$ cat src/rtl/pedal_pkg.sv
// Shared types and default sizing for the pedal audio path.
// Rate-driven stages import this to agree on state encoding and timing constants.
package pedal_pkg;

   localparam int DEF_ADDR_W      = 10;
   localparam int DEF_DATA_W      = 8;
   localparam int DEF_CLK_DIV     = 2267;  // 100 MHz / 44.1 kHz
   localparam int DEF_MEM_LATENCY = 1;

   typedef enum logic [1:0] {
      IDLE,
      FETCH,
      HOLD,
      WAIT_TICK
   } play_state_t;

endpackage

$ cat src/rtl/sample_tick_gen.sv
// Free-running sample-rate divider with a synchronous clear.
// tick is high in the cycle whose closing edge wraps the counter back to 0.
module sample_tick_gen #(
   parameter int CLK_DIV = 2267
) (
   input  logic clk,
   input  logic rst_n,
   input  logic clr,
   input  logic en,
   output logic tick
);

   localparam int            CW   = $clog2(CLK_DIV);
   localparam logic [CW-1:0] LAST = CW'(CLK_DIV - 1);

   logic [CW-1:0] count;

   // NOTE: sequential state uses non-blocking assignments so every flop samples pre-edge values.
   always_ff @(posedge clk or negedge rst_n) begin
      if (!rst_n) begin
         count <= '0;
      end else if (clr) begin
         count <= '0;
      end else if (en) begin
         count <= (count == LAST) ? '0 : count + CW'(1);
      end
   end

   assign tick = en && !clr && (count == LAST);

endmodule

$ cat src/rtl/sample_playback_ctrl.sv
// Walks a ROM address window at the sample rate and presents each sample
// on a valid/ready handshake, in one-shot or looped mode.
module sample_playback_ctrl
   import pedal_pkg::*;
#(
   parameter int ADDR_W      = DEF_ADDR_W,
   parameter int DATA_W      = DEF_DATA_W,
   parameter int CLK_DIV     = DEF_CLK_DIV,
   parameter int MEM_LATENCY = DEF_MEM_LATENCY
) (
   input  logic              clk,
   input  logic              rst_n,
   input  logic              start,
   input  logic              stop,
   input  logic              loop_en,
   input  logic [ADDR_W-1:0] start_addr,
   input  logic [ADDR_W-1:0] end_addr,
   output logic [ADDR_W-1:0] mem_addr,
   input  logic [DATA_W-1:0] mem_data,
   output logic [DATA_W-1:0] sample_out,
   output logic              sample_valid,
   input  logic              sample_ready,
   output logic              busy,
   output logic              done,
   output logic              overrun
);

   localparam int            FW         = $clog2(MEM_LATENCY + 2);
   localparam logic [FW-1:0] FETCH_LAST = FW'(MEM_LATENCY + 1);

   play_state_t       state;
   logic [ADDR_W-1:0] start_q;
   logic [ADDR_W-1:0] end_q;
   logic [FW-1:0]     fcnt;
   logic              tick_pending;
   logic              tick;
   logic              restart;

   assign restart = start && !stop;
   assign busy    = (state != IDLE);

   sample_tick_gen #(.CLK_DIV(CLK_DIV)) u_tick (
      .clk   (clk),
      .rst_n (rst_n),
      .clr   (restart),
      .en    (busy),
      .tick  (tick)
   );

   always_ff @(posedge clk or negedge rst_n) begin
      if (!rst_n) begin
         state        <= IDLE;
         mem_addr     <= '0;
         start_q      <= '0;
         end_q        <= '0;
         fcnt         <= '0;
         sample_out   <= '0;
         sample_valid <= 1'b0;
         done         <= 1'b0;
         overrun      <= 1'b0;
         tick_pending <= 1'b0;
      end else begin
         done <= 1'b0;
         if (stop) begin
            state        <= IDLE;
            sample_valid <= 1'b0;
            tick_pending <= 1'b0;
         end else if (start) begin
            start_q      <= start_addr;
            end_q        <= end_addr;
            mem_addr     <= start_addr;
            overrun      <= 1'b0;
            sample_valid <= 1'b0;
            tick_pending <= 1'b0;
            fcnt         <= '0;
            state        <= FETCH;
         end else begin
            // At most one tick may be banked while a sample is still in flight.
            if (tick && (state == FETCH || state == HOLD)) begin
               if (tick_pending) overrun <= 1'b1;
               else              tick_pending <= 1'b1;
            end
            case (state)
               FETCH: begin
                  if (fcnt == FETCH_LAST) begin
                     sample_out   <= mem_data;
                     sample_valid <= 1'b1;
                     state        <= HOLD;
                  end else begin
                     fcnt <= fcnt + FW'(1);
                  end
               end
               HOLD: begin
                  if (sample_ready) begin
                     sample_valid <= 1'b0;
                     if (mem_addr != end_q) begin
                        mem_addr <= mem_addr + ADDR_W'(1);
                        state    <= WAIT_TICK;
                     end else if (loop_en) begin
                        mem_addr <= start_q;
                        state    <= WAIT_TICK;
                     end else begin
                        done  <= 1'b1;
                        state <= IDLE;
                     end
                  end
               end
               WAIT_TICK: begin
                  if (tick || tick_pending) begin
                     tick_pending <= 1'b0;
                     fcnt         <= '0;
                     state        <= FETCH;
                  end
               end
               default: ;
            endcase
         end
      end
   end

endmodule
$ cat config.mk
export PLATFORM = sky130hd
export DESIGN_NAME = sample_playback_ctrl
export DESIGN_NICKNAME = d
export VERILOG_FILES = /design/src/rtl/pedal_pkg.sv /design/src/rtl/sample_tick_gen.sv /design/src/rtl/sample_playback_ctrl.sv
export SDC_FILE = /design/constraint.sdc
export NUM_CORES = 1
export LEC_CHECK = 0
export ABC_AREA = 1
export CAP_MARGIN = 20
export CORE_MARGIN = 2
export CORE_UTILIZATION = 51
export DETAILED_ROUTE_END_ITERATION = 16
export DONT_BUFFER_PORTS = 1
export PLACE_DENSITY = 0.73
export SLEW_MARGIN = 40
export SYNTH_ARGS = -nofsm -noshare
export SYNTH_HDL_FRONTEND = slang
export SYNTH_SLANG_ARGS = --single-unit
export TNS_END_PERCENT = 10
$ cat constraint.sdc
create_clock -name clk -period 2.36 [get_ports clk]
set_clock_uncertainty 0.1 [all_clocks]
set_input_delay 0.472 -clock clk [delete_from_list [all_inputs] [get_ports clk]]
set_output_delay 0.472 -clock clk [all_outputs]
set_load 0.1 [all_outputs]
### Yosys cells after proc, flatten, opt, wreduce, memory -nomap -nowiden

Index checks and enable logic that the tools add are counted.

* reduce and logical (&&, ||, !) cells: 25
* bitwise logic cells: 2
* $add $sub $neg: 3
* eq/ne operators: 11
* muxes and demuxes: 39

Operators with widths (number)
* $mux 10: 5
* $mux 12: 3
* $mux 2: 10
* $mux 1: 18
* $reduce_and 4->1: 4
* $add 12x1->12 const B: 1
* $eq 12x12->1 const B: 1
* $reduce_bool 2->1: 6
* $add 10x1->10 const B: 1
* $ne 10x10->1: 1
* $ne 4x4->1 const B: 2
* $eq 2x2->1 const B: 3
* $ne 3x3->1 const B: 2
* $pmux 2 s3: 1
* $reduce_and 3->1: 2
* $reduce_bool 3->1: 2
* $reduce_bool 5->1: 1
* $logic_and 1x1->1: 4
* $ne 4x3->1 const B: 1
* $pmux 2 s2: 1
* $reduce_bool 4->1: 1
* $add 2x1->2 const B: 1
* $eq 2x1->1 const B: 1
* $logic_not 1->1: 2
* 4 further kinds: 6

* register bits after elaboration: 58
* input port bits: 34
* logic and storage cells: 91

### Depth between registers and ports, before layout

Gate-level depths: netlist (run 1).

* word-level depth: 11
* mapped depth: 13
* gate-level depth less buffers: 11

### Modules after synthesis

Synthesis (run 1) repeated with hierarchy kept, for this count alone.

* cell total of the unflattened synthesis: 451
* area total of the unflattened synthesis: 3409.5 um^2

Modules (own cells, without submodules)
* sample_playback_ctrl: times used 1, cells each 354, area each 2670.1 um^2
* sample_tick_gen: times used 1, cells each 97, area each 739.5 um^2

### Worst setup path after synthesis (run 1)

OpenSTA, ideal clock, no wires.

* kind: reg2reg
* start point: register mem_addr[0]
* end point: register mem_addr[8]
* stages on the path, launching flop included: 12
* setup time: 0.120 ns
* arrival time: 2.100 ns
* path buffers: 0
* setup slack: 0.040 ns
* cell sequence: dfrtp_1 ha_1 nand2_1 nor2_1 nand2_1 nand2_1 nand2_1 o21bai_1 nand3_1 nand2_1 nand2_1 nand2_1

* cells in the longest elaborated chain, start to end: 5

RTL lines
* start: declaration: line sample_playback_ctrl.sv:18 `output logic [ADDR_W-1:0] mem_addr,`
* start signal: assignment: line sample_playback_ctrl.sv:71 `mem_addr <= start_addr;`
* start signal: assignment: line sample_playback_ctrl.sv:97 `mem_addr <= mem_addr + ADDR_W'(1);`
* start signal: assignment: line sample_playback_ctrl.sv:100 `mem_addr <= start_q;`
* $add 10x1->10 / $ne 10x10->1 (equally long branches): line sample_playback_ctrl.sv:97, sample_playback_ctrl.sv:96
* $mux 10: line sample_playback_ctrl.sv:96 `if (mem_addr != end_q) begin`
* $mux 10: line sample_playback_ctrl.sv:94 `if (sample_ready) begin`
* $mux 10: line sample_playback_ctrl.sv:83 `case (state)`
* $mux 10: line sample_playback_ctrl.sv:68 `end else if (start) begin`

Several ways; a longest one is shown, not always the timed one. The select of a mux whose other input is x is not followed.
A chain may end at the register's enable or synchronous reset.

### Final worst setup path (run 1)

* start point: register state[0]
* end point: output busy

* cells in the longest elaborated chain, start to end: 1

RTL lines
* start: declaration: line sample_playback_ctrl.sv:31 `play_state_t state;`
* start signal: assignment: line sample_playback_ctrl.sv:52 `state <= IDLE;`
* start signal: assignment: line sample_playback_ctrl.sv:65 `state <= IDLE;`
* start signal: assignment: line sample_playback_ctrl.sv:76 `state <= FETCH;`
* $reduce_bool 2->1: line sample_playback_ctrl.sv:40 `assign busy = (state != IDLE);`
* end: declaration: line sample_playback_ctrl.sv:23 `output logic busy,`

No other way between the ends.

==> flow_metrics.env, run 1 <==
export IMPL_wl_um=7666
export IMPL_hold_slack_ns=0.08922
export IMPL_cp_common_cell="inv_1"
export IMPL_cp_arrival_ns=1.48
export IMPL_ys_top_cells_by_area="dfrtp_1, nand2_1, inv_1, nand3_1, o21ai_0"
export IMPL_dieArea_mm2=0.007278
export IMPL_tritoncts="yes"
export IMPL_maxCapViolCount=0
export IMPL_ir_drop_mv=1.103
export IMPL_required_ns=1.79
export IMPL_htree_levels=3
export IMPL_clkPwrFrac_pct=22.1
export IMPL_vias=2935
export IMPL_place_congestion=0.9019
export IMPL_synth_ff_latch_count=58
export IMPL_start_kind="flop"
export IMPL_synth_top_cell_area_share_pct=43.04
export IMPL_p_leak_nw=1.854
export IMPL_path_cells="inv_1 -> ha_1 -> inv_1 -> buf_4"
export IMPL_regArea_mm2=0.001459
export IMPL_relSlewSlack_pct=40.81
export IMPL_path_class="reg2out"
export IMPL_ios=56
export IMPL_synth_fp_nets=496
export IMPL_io_buffers=0
export IMPL_nFillCells=582
export IMPL_first_global_vias=2861
export IMPL_synth_warnings=0
export IMPL_drcViolationCount=0
export IMPL_die_h_um=85.31
export IMPL_end_kind="primary output"
export IMPL_switching_share_pct=50.29
export IMPL_cts_buffers=9
export IMPL_totalNegativeSetupSlack_ns=0
export IMPL_slowest_delay_ns=0.43
export IMPL_yosysUniqueCellTypes=31
export IMPL_ys_seq_area_share_pct=43.04
export IMPL_numClockSinks=58
export IMPL_pwr_share_seq_pct=37.4
export IMPL_layout_nets=513
export IMPL_worst_slew_pin_slew_ns=0.8878
export IMPL_synth_main_ff_cell="dfrtp_1"
export IMPL_rsz0062_at_grt="false"
export IMPL_grt_pass1_wl_um=13050
export IMPL_layout_drive_gt1_share_pct=13.87
export IMPL_p_sw_w=0.002320
export IMPL_n_antenna_cell=0
export IMPL_slowest_stage="dfrtp_1"
export IMPL_grt_max_degree=59
export IMPL_post_route_period_util_pct=86.99
export IMPL_pwr_share_comb_pct=40.6
export IMPL_clockRootBuffer="clkbuf_8"
export IMPL_grt_antenna_before_repair=0
export IMPL_crit_fanout=5
export IMPL_cellPowerDensity_mw_per_mm2=1222
export IMPL_slew_violations=0
export IMPL_synthCells=454
export IMPL_avgSynthCellArea_um2=7.427
export IMPL_post_cts_buffers=0
export IMPL_die_x_um=85.31
export IMPL_grt_use_total_pct=22.96
export IMPL_syn2layout_area_growth_pct=11.91
export IMPL_via_per_inst=5.307
export IMPL_drt_iter0_markers=213
export IMPL_setup_viol=0
export IMPL_netlist_area_mm2=0.003372
export IMPL_synth_edff_count=0
export IMPL_clk_latency_ns=0.34
export IMPL_hpwl_um=5459
export IMPL_overflow=0
export IMPL_synth_largest_area_cell="dfrtp_1"
export IMPL_final_antenna_net_count=0
export IMPL_finalHoldViolCount=0
export IMPL_status="finished clean"
export IMPL_post_drt_wl_per_cell_um=13.86
export IMPL_clockBufferDepth=2
export IMPL_min_path_type="in2reg"
export IMPL_initial_core_util_pct=52.80
export IMPL_timing_fmax_mhz=487.1
export IMPL_p_int_w=0.002293
export IMPL_rows=29
export IMPL_placeableCoreArea_mm2=0.006386
export IMPL_drt_pass1_iterations=4
export IMPL_synth_async_reset_ratio_pct=100.0
export IMPL_clkTransAtPathRegs_ns=0.07
export IMPL_multi_input_area_mm2=0.001625
export IMPL_finalCriticalPeriod_ns=2.053
[kinds of logic (layout without fill, tap and decap cells)]
| group | Yosys count | in the layout | share of synthesized area, % |
|---|---|---|---|
| buffers and inverters | 72 | 94 | 8.831 |
| adder cells (fa/ha/maj) | 8 | 8 | 2.969 |
| AO/OA/AOI/OAI | 59 | 59 | 9.684 |
| AND/OR/NAND/NOR | 244 | 244 | 31.50 |
| multiplexers | 8 | 8 | 2.672 |
| XOR/XNOR | 5 | 5 | 1.299 |
| flip-flops | 58 | 58 | 43.04 |
[through the flow]
stage	cells	worst slack, ns	util (%)	power (W)	instance area (um^2)
finish	553	0.3070	59.09	0.004613	3774
global route	553	0.1742	59.09	0.004897	3774
CTS	553	0.2957	58.97	0.004637	3766
detailed placement	535	0.4211	54.98	0.003575	3511
global placement	535	0.4251	54.98	0.003536	3511
floorplan	454	0.04029	-	0.003187	3372
[area by class of cell]
cell class | count | area share, %
well taps | 77 | 2.553
inverters | 62 | 6.167
clock buffers | 9 | 3.282
repair buffers | 16 | 3.780
flip-flops and latches | 58 | 38.66
clock inverters | 7 | 2.487
multi-input cells | 324 | 43.07
[worst max-delay path, delay by kind of cell, from the launching register on]
family / cells / cell delay [ns]
buf+inv: 3 / 0.44
flops: 1 / 0.43
fa+ha+maj: 1 / 0.26
[cell usage in the layout (no fill, tap or decap)]
master         netlist  final
dfrtp_2              0      6
buf_16               0      1
dfrtp_1             58     52
nor2_4               2      2
o21ai_1              1      1
nand4_2              1      1
buf_4                2     14
o21ai_0             37     37
nand2_1            152    152
clkbuf_8             0      9
nand2_2              1      1
mux2_2               8      8
o21bai_1             9      9
nand3b_1             1      1
inv_2                7      7
a31oi_1              2      2
xnor2_1              1      1
nand3_2              4      4
nor4_1               2      2
o22ai_1              5      5
nor3_1               8      8
xor2_1               4      4
ha_1                 8      8
nor2_2               4      5
clkinvlp_4           0      2
bufinv_16            0      2
nand3_1             41     41
a21oi_1              5      5
dlygate4sd3_1        0      1
clkinv_4             0      1
clkinv_2             0      2
nor2_1              24     23
nand2_4              1      1
nand4_1              3      3
inv_1               55     55
[path summary, 6_finish.rpt]
check | slack (ns) | startpoint | end | cells after the start
worst max register to register | 0.42 | mem_addr[5]$_DFFE_PN0P_ | state[0]$_DFFE_PN0P_ | 11
min in group asynchronous | 0.57 | rst_n | start_q[3]$_DFFE_PN0P_ | 2
worst min-delay path | 0.09 | start | tick_pending$_DFF_PN0_ | 1
worst min register to register | 0.40 | fcnt[1]$_DFFE_PN0P_ | fcnt[1]$_DFFE_PN0P_ | 2
max in group asynchronous | 1.34 | rst_n | sample_out[5]$_DFFE_PN0P_ | 2
worst max-delay path | 0.31 | state[0]$_DFFE_PN0P_ | busy | 4
[power groups by stage]
stage	Sequential [W]	Clock (W)	Combinational, W
CTS	0.00171	0.00104	0.00188
global route	0.00176	0.00109	0.00205
global placement	0.00172	0	0.00181
finish	0.00172	0.00102	0.00187
detailed placement	0.00173	0	0.00184
floorplan	0.00221	0	0.000978
[what timing repair did]
item / CTS / global route
gates resized for setup: 0 / 0
hold buffers: 2 / 0
endpoints found under the setup margin: 0 / 0
endpoints found under the hold margin: 58 / 0
[registers in the layout, summed over array words and instances, names as in the netlist]
signal,flops
state,2
sample_out,8
done,1
start_q,10
tick_pending,1
sample_valid,1
overrun,1
mem_addr,10
u_tick.count,12
end_q,10
fcnt,2
[layer usage]
layer | global-route usage (%) | wire (um) | share of wire, % | vias to the layer above
met3 | 6.907 | 503 | 6.6 | 18
met1 | 27.91 | 3194 | 42 | 1347
li1 | - | - | - | 1486
met5 | 0 | 0 | 0 | -
met4 | 9.524 | 214 | 2.8 | 0
met2 | 38.00 | 3753 | 49 | 84
[Yosys cell counts (all sizes together) (3+ instances only)]
cell type / number
ha: 8
inv: 62
nor3: 8
o21bai: 9
a21oi: 5
o22ai: 5
nand4: 4
dfrtp: 58
nand3: 45
buf: 7
nand2: 154
xor2: 4
nor2: 30
o21ai: 38
clkbuf: 3
mux2: 8
No activity file was read; power rests on OpenSTA's default activity.
==> inputs of run 2 (changes only) <==
--- a/config.mk
+++ b/config.mk
@@ -15,5 +15,6 @@
 export SLEW_MARGIN = 40
 export SYNTH_ARGS = -nofsm -noshare
 export SYNTH_HDL_FRONTEND = slang
+export SYNTH_HIERARCHICAL = 1
 export SYNTH_SLANG_ARGS = --single-unit
 export TNS_END_PERCENT = 10
==> flow_metrics.env, run 2 <==
export IMPL_place_congestion=0.8497
export IMPL_post_drt_wl_per_cell_um=13.70
export IMPL_slowest_delay_ns=0.43
export IMPL_setup_viol=0
export IMPL_cts_buffers=9
export IMPL_crit_fanout=5
export IMPL_grt_max_degree=59
export IMPL_rows=29
export IMPL_hpwl_um=5326
export IMPL_synth_warnings=6
export IMPL_vias=2946
export IMPL_yosysUniqueCellTypes=36
export IMPL_path_class="reg2reg"
export IMPL_end_kind="flop"
export IMPL_min_path_type="in2reg"
export IMPL_placeableCoreArea_mm2=0.006422
export IMPL_drt_pass1_iterations=12
export IMPL_synth_most_common_cell="nand2_1"
export IMPL_grt_use_total_pct=22.94
export IMPL_clkTransAtPathRegs_ns=0.07
export IMPL_start_kind="flop"
export IMPL_htree_levels=3
export IMPL_slew_violations=0
export IMPL_via_per_inst=5.318
export IMPL_final_common_cell="nand2_1"
export IMPL_grt_antenna_before_repair=0
export IMPL_synth_top_cells_by_count="nand2_1, dfrtp_1, inv_1"
export IMPL_initial_core_util_pct=53.09
export IMPL_clockRootBuffer="clkbuf_8"
export IMPL_drcViolationCount=4
export IMPL_drt_iter0_markers=200
export IMPL_finalHoldViolCount=0
export IMPL_avgSynthCellArea_um2=7.560
export IMPL_synth_async_reset_ratio_pct=100.0
export IMPL_largest_register="u_tick/count"
export IMPL_synth_main_ff_cell="dfrtp_1"
export IMPL_violations="DRC"
export IMPL_post_cts_buffers=0
export IMPL_overflow=0
export IMPL_rsz0062_at_grt="false"
export IMPL_synth_largest_area_cell="dfrtp_1"
export IMPL_ios=56
export IMPL_timing_fmax_mhz=487.0
export IMPL_pre_cts_ws_ns=0.1515
export IMPL_crit_family="simple AND/OR/NAND/NOR gates"
export IMPL_synthCells=451
export IMPL_first_global_vias=2930
export IMPL_path_cells="inv_1 -> ha_1 -> nand2_1 -> nor2_1 -> nand3_2 -> nor3_2 -> nor2_1 -> nand3_1 -> nand3_1 -> o41ai_1"
export IMPL_synth_fp_nets=493
export IMPL_netlist_area_mm2=0.003410
export IMPL_dieArea_mm2=0.007356
export IMPL_die_h_um=85.77
export IMPL_ys_top_cells_by_area="dfrtp_1, nand2_1, inv_1, nand3_1, o21ai_0"
export IMPL_largest_reg_flops=12
export IMPL_cellPowerDensity_mw_per_mm2=1114
export IMPL_clk_latency_ns=0.34
export IMPL_layout_nets=515
export IMPL_ys_seq_area_share_pct=42.57
export IMPL_relSlewSlack_pct=40.45
export IMPL_numClockSinks=58
export IMPL_synth_top_cell_area_share_pct=42.57
export IMPL_totalNegativeSetupSlack_ns=0
export IMPL_die_x_um=85.77
export IMPL_syn2layout_area_growth_pct=13.43
export IMPL_io_buffers=0
export IMPL_n_antenna_cell=0
export IMPL_finalPower_w=0.004307
export IMPL_finalCriticalPeriod_ns=2.053
export IMPL_post_route_period_util_pct=87.01
export IMPL_grt_pass1_wl_um=13260
export IMPL_required_ns=2.48
export IMPL_synth_ff_latch_count=58
export IMPL_cp_buffers_inverters=1
export IMPL_p_leak_nw=1.886
export IMPL_layout_drive_gt1_share_pct=16.77
export IMPL_cp_arrival_ns=2.17
export IMPL_clockBufferDepth=2
export IMPL_status="finished with violations"
export IMPL_tritoncts="yes"
export IMPL_hp_start="start"
export IMPL_synth_edff_count=0
export IMPL_maxCapViolCount=0
export IMPL_worst_slew_pin_slew_ns=0.8933
export IMPL_layout_setup_ws_ns=0.3066
export IMPL_startpoint="u_tick/count[0]$_DFFE_PN0P_"
export IMPL_final_cell_mix="nand2_1, dfrtp_1, inv_1, nand3_1, nor2_1"
export IMPL_wl_um=7588
export IMPL_slowest_stage="dfrtp_1"
export IMPL_ir_drop_mv=1.042
export IMPL_hold_slack_ns=0.1421
export IMPL_r2r_start="u_tick/count[0]$_DFFE_PN0P_"
export IMPL_final_antenna_net_count=0
==> run 2: where the power goes <==
| group | internal [W] | switching [W] | total [W] |
|---|---|---|---|
| Clock | 0.000567 | 0.000396 | 0.000964 |
| Sequential | 0.00120 | 0.000661 | 0.00186 |
| Combinational | 0.000453 | 0.00103 | 0.00148 |
| Total | 0.00222 | 0.00208 | 0.00431 |
==> run 2: stage by stage <==
stage          instance area [um^2]  std cells  utilization (%)
3_3_place_gp                   3582        535            55.78
4_1_cts                        3824        552            59.54
6_report                       3867        554            60.22
3_5_place_dp                   3582        535            55.78
5_1_grt                        3867        554            60.22
2_1_floorplan                  3413        451                -
==> run 2: kinds of logic (layout without fill, tap and decap cells) <==
kind of cell	count (synthesis)	count (layout)	synth area share, %
muxes	9	9	2.973
and+or+nand+nor	242	242	31.41
xor gates and xnor gates	10	10	2.569
DFF	58	58	42.57
adders and majority gates	8	8	2.936
AOI/OAI and AO/OA	52	52	9.027
buffers and inverters	72	98	8.514
==> run 2: worst paths after layout <==
check / endpoint / slack [ns] / depth (start not counted)
worst min-delay path: fcnt[1]$_DFFE_PN0P_ / 0.14 / 1
max in group asynchronous: sample_out[6]$_DFFE_PN0P_ / 1.35 / 2
worst min register to register: sample_valid$_DFFE_PN0P_ / 0.39 / 2
min in group asynchronous: sample_out[4]$_DFFE_PN0P_ / 0.56 / 2
worst max register to register: fcnt[1]$_DFFE_PN0P_ / 0.31 / 10
worst max-delay path: fcnt[1]$_DFFE_PN0P_ / 0.31 / 10
==> run 2: routing by layer <==
| metal | share of wire (%) | track usage, % | wire, um |
|---|---|---|---|
| met1 | 45 | 30.00 | 3399 |
| met2 | 46 | 36.01 | 3455 |
| met3 | 7.3 | 5.005 | 556 |
| met4 | 2.3 | 11.69 | 176 |
| met5 | 0 | 0 | 0 |
==> run 2: cell type report <==
class | instances | area (um^2)
fillers | 570 | 2555
multi-input cells | 321 | 1680
flip-flops and latches | 58 | 1456
inverters | 62 | 236.5
repair buffers | 21 | 193.9
clock buffers | 13 | 168.9
well taps | 77 | 96.34
clock inverters | 2 | 35.03
==> run 2: timing repair <==
| item | 4_1_cts | 5_1_grt |
|---|---|---|
| endpoints found under the hold margin | 58 | 0 |
| setup endpoints to repair | 0 | 3 |
| resized for setup | 0 | 2 |
| hold buffers | 2 | 0 |
